===== config.mk =====
export PLATFORM = sky130hd
export DESIGN_NAME = snd_mix4
export DESIGN_NICKNAME = d
export VERILOG_FILES = /design/src/rtl/snd_mix_pkg.sv /design/src/rtl/snd_mix_scale.sv /design/src/rtl/snd_mix4.sv
export SDC_FILE = /design/constraint.sdc
export NUM_CORES = 2
export LEC_CHECK = 0
export CAP_MARGIN = 20
export CORE_ASPECT_RATIO = 0.9
export CORE_UTILIZATION = 45
export DETAILED_ROUTE_END_ITERATION = 7
export PLACE_DENSITY = 0.64
export SYNTH_ARGS = -nofsm -noshare
export SYNTH_HDL_FRONTEND = slang
export SYNTH_SLANG_ARGS = --single-unit

===== constraint.sdc =====
create_clock -name clk -period 7.5 [get_ports clk]
set_input_delay 1.875 -clock clk [delete_from_list [all_inputs] [get_ports clk]]
set_output_delay 1.875 -clock clk [all_outputs]
set_load 0.02 [all_outputs]

===== src/rtl/snd_mix_pkg.sv =====
// Shared constants for the four-channel gain mixer (snd_mix4 and snd_mix_scale).
package snd_mix_pkg;

  localparam int unsigned MIX_W     = 16;
  localparam int unsigned GAIN_W    = 8;
  localparam int unsigned GAIN_FRAC = 4;
  localparam int unsigned SUM_W     = 27;
  localparam int unsigned PROD_W    = MIX_W + GAIN_W + 1;

  localparam int MIX_MAX = 32767;
  localparam int MIX_MIN = -32768;

endpackage


===== src/rtl/snd_mix_scale.sv =====
// Left-justifies one signed channel to 16 bits and multiplies by an unsigned 4.4 gain.
module snd_mix_scale
  import snd_mix_pkg::*;
#(
  parameter int unsigned W = 16
) (
  input  logic signed [W-1:0]      ch,
  input  logic        [GAIN_W-1:0] gain,
  output logic signed [PROD_W-1:0] prod
);

  logic signed [MIX_W-1:0] aligned;

  // Sign-extend first, then shift so the low bits are zero-filled.
  assign aligned = MIX_W'(ch) <<< (MIX_W - W);
  assign prod    = PROD_W'(aligned) * PROD_W'($signed({1'b0, gain}));

endmodule


===== src/rtl/snd_mix4.sv =====
// Four-input signed mixer: gain, two-stage cen-gated pipeline, floor shift and saturation.
// Optional SND_MIX_CLIP_EN adds a registered clip flag.
module snd_mix4
  import snd_mix_pkg::*;
#(
  parameter int unsigned w0   = 16,
  parameter int unsigned w1   = 16,
  parameter int unsigned w2   = 16,
  parameter int unsigned w3   = 16,
  parameter int unsigned wout = 16
) (
  input  logic                   clk,
  input  logic                   rst,
  input  logic                   cen,
  input  logic signed [w0-1:0]   ch0,
  input  logic signed [w1-1:0]   ch1,
  input  logic signed [w2-1:0]   ch2,
  input  logic signed [w3-1:0]   ch3,
  input  logic [GAIN_W-1:0]      gain0,
  input  logic [GAIN_W-1:0]      gain1,
  input  logic [GAIN_W-1:0]      gain2,
  input  logic [GAIN_W-1:0]      gain3,
`ifdef SND_MIX_CLIP_EN
  output logic                   clip,
`endif
  output logic signed [wout-1:0] mixed
);

  localparam logic signed [SUM_W-1:0] SUM_HI = SUM_W'(MIX_MAX);
  localparam logic signed [SUM_W-1:0] SUM_LO = SUM_W'(MIX_MIN);

  logic signed [PROD_W-1:0] prod [4];
  logic signed [PROD_W-1:0] p_q  [4];
  logic signed [SUM_W-1:0]  sum, scaled;
  logic signed [MIX_W-1:0]  sat;
  logic                     over;
  logic signed [wout-1:0]   mixed_d, mixed_q;

  snd_mix_scale #(.W(w0)) u_scale0 (.ch(ch0), .gain(gain0), .prod(prod[0]));
  snd_mix_scale #(.W(w1)) u_scale1 (.ch(ch1), .gain(gain1), .prod(prod[1]));
  snd_mix_scale #(.W(w2)) u_scale2 (.ch(ch2), .gain(gain2), .prod(prod[2]));
  snd_mix_scale #(.W(w3)) u_scale3 (.ch(ch3), .gain(gain3), .prod(prod[3]));

  // Full-width sum so that opposing clipping inputs cancel before the clamp.
  always_comb begin
    sum    = SUM_W'(p_q[0]) + SUM_W'(p_q[1]) + SUM_W'(p_q[2]) + SUM_W'(p_q[3]);
    scaled = sum >>> GAIN_FRAC;
    over   = 1'b1;
    if (scaled > SUM_HI) begin
      sat = MIX_W'(MIX_MAX);
    end else if (scaled < SUM_LO) begin
      sat = MIX_W'(MIX_MIN);
    end else begin
      sat  = scaled[MIX_W-1:0];
      over = 1'b0;
    end
    mixed_d = sat[MIX_W-1 -: wout];
  end

  always_ff @(posedge clk) begin
    if (rst) begin
      p_q     <= '{default: '0};
      mixed_q <= '0;
    end else if (cen) begin
      p_q     <= prod;
      mixed_q <= mixed_d;
    end
  end

  assign mixed = mixed_q;

`ifdef SND_MIX_CLIP_EN
  logic clip_q;

  always_ff @(posedge clk) begin
    if (rst) begin
      clip_q <= 1'b0;
    end else if (cen) begin
      clip_q <= over;
    end
  end

  assign clip = clip_q;
`else
  logic unused_over;
  assign unused_over = over;
`endif

endmodule


==> out/metrics.yaml <==
status:
  status: "completed"
final_layout:
  syn_to_final_growth_pct: 10.5
  final_layout_size_suffix_gt1_frac: 0.0411
  layout_common_cells: "inv_1, fa_1, and2_1"
  final_util: 0.506
  layout_commonest_cell: "inv_1"
  fin_nets: 3736
  fillers: 5139
  stdcell_count: 3673
  diodes: 0
cts:
  postCtsSetupBuffers: 0
  cts-resized-gates: 0
  cts_buffer_depth: 2
  htree_levels: 4
  cts_tree: "built"
  path_clk_slew_ns: 0.06
  hold_buffers: 0
  numCtsBuffers: 17
  cts.sinks: 116
  root_buffer: "clkbuf_16"
  clkLatencyLatePin_ns: 0.42
synth:
  synth_flop_cell: "dfxtp_1"
  synth_cell_types: 74
  yosysWarnings: 0
  postSynthAreaPerCell_sq_um: 8.78
  seq_area_frac_synth: 0.0931
  syn_nets: 3623
  synth_edf_count: 0
  syn_inst: 2842
  syn_area_sq_um: 24900
  ys_async_sr_fraction: 0
  ys_ff_latch: 116
die:
  io_pins: 115
  die-height_um: 225
  die_w_um: 250
  core_sq_um: 54500
  initial_core_util: 0.458
  num_rows: 81
  dieArea_sq_um: 56400
detailed_routing:
  drc_errors: 0
  drtIter0Drc: 841
  viasPerCell: 5.04
  wire_per_inst_um: 15.3
  wirelength_um: 56200
  ant_nets: 0
  vias: 18520
  first_pass_iters: 5
timing:
  setup_ws_ns: 0.422
  setup_viol: 0
  tightest_slew_ns: 0.905
  hold_viol: 0
  setup_tns_ns: 0
  max_freq_mhz: 141
  relSlewSlack: 0.395
  rsz0062_at_grt: "no"
  layout_min_cycle_time_ns: 7.08
  drv_slew: 0
  clock_skew_ns: 0.0149
  finalCritPeriodShare: 0.944
power:
  power-per-cell-area_nw_per_um2: 358
  peakVddDrop_mv: 0.221
  total_power_mw: 9.88
  p_leak_nw: 14.1
setup_path:
  critical_path_class: "primary input to flop"
  arrival_ns: 7.33
  crit_path_end_kind: "flop"
  slowest_stage: "clkdlybuf4s50_1"
  max_stage_delay_ns: 0.80
  critPathTopFamily: "adder cells"
  path_buf_inv: 4
  cpMostUsedCell: "fa_1"
  crit_path_cell_trace: "clkdlybuf4s50_1 -> nand2_1 -> fa_1 -> inv_1 -> fa_1 -> inv_1 -> fa_1 -> inv_1 -> fa_1 -> ha_1 -> a21oi_1 -> nor3b_1 -> o211a_1 -> nor4_1 -> or3_1 -> and3_1 -> nor3_1 -> or4_1 -> o311ai_0"
  crit_required_ns: 7.75
  start_kind: "primary input"
  crit_fanout: 12
hold_path:
  min_path_type: "flop to flop"
global_routing:
  use_met1: 0.278
  use_met2: 0.375
  overflow: 0
  grt_max_degree: 72
  grt-busiest-layer: "met2"
  grt_usage: 0.212
  grt_pass1_vias: 19910
  antenna_found_initial: 0
  gr-usage-met3: 0.0243
  grt_pass1_wl_um: 97200
placed_design:
  port_buffers: 114
  placedCellCount: 3640
  gp_congestion: 0.879
  dp.final_hpwl_um: 48300
  post-place-ws_ns: 0.0759
job:
  max-cap-violations: 0
[metal layers]
metal,vias up,part of all wire
met5,-,0
met4,0,0.018
met3,57,0.034
li1,8849,-
met1,9325,0.45
met2,289,0.50
[area by class of cell]
class | instances | area [sq um] | area share
Clock inverter | 14 | 155 | 0.00563
Timing Repair Buffer | 160 | 1490 | 0.0539
Clock buffer | 18 | 429 | 0.0156
Tap cell | 705 | 882 | 0.0320
Inverter | 696 | 2610 | 0.0948
Sequential cell | 116 | 2320 | 0.0842
Multi-Input combinational cell | 1964 | 19700 | 0.714
[where the power goes]
group	total [mW]	switching [mW]	internal (mW)
Combinational	8.11	4.54	3.57
Clock	0.811	0.319	0.491
Sequential	0.966	0.142	0.825
[flip-flops by register name (all words and copies together) (netlist names)]
| signal | count |
|---|---|
| p_q | 100 |
| mixed | 16 |
[tightest hold or removal path: stages (launching register included)]
cell and delay (ns):
dfxtp_1 0.33, nand2_1 0.05, o21ai_0 0.05
[final timing paths]
path,startpoint,end,slack (ns),depth (start not counted)
setup / recovery,gain1[0],p_q[74],0.42,19
hold / removal,p_q[71],p_q[71],0.47,2
setup reg to reg,p_q[2],mixed[4],2.88,15
hold reg to reg,p_q[71],p_q[71],0.47,2
[logic make-up (layout without fill, tap and decap cells)]
logic type / Yosys count / in the layout / share of synthesized area
and+or+nand+nor: 866 / 866 / 0.178
buffers and inverters: 762 / 888 / 0.118
adders and majority gates: 682 / 682 / 0.480
AOI/OAI and AO/OA: 259 / 259 / 0.0725
DFF: 116 / 116 / 0.0931
xor gates and xnor gates: 95 / 95 / 0.0334
muxes: 62 / 62 / 0.0250
[stage by stage]
stage                     area [sq um]  hold slack [ns]
after floorplan                  24900            0.425
after global placement           27000            0.446
after detailed placement         27000            0.457
after CTS                        27600            0.470
after global routing             27600            0.493
final                            27600            0.470
[cell usage after synthesis (all sizes together) (22+ instances only)]
cell type	count	area, sq um
a21oi	84	424
or3	34	218
a21o	22	165
ha	224	2800
nor2	140	526
xnor2	64	561
dfxtp	116	2320
o21ai	46	253
and2	333	2080
nand3	25	125
inv	696	2610
mux2i	60	601
clkbuf	60	265
xor2	31	272
fa	458	9170
nand2	246	923
nor3	29	150
No activity file was read; power rests on OpenSTA's default activity.
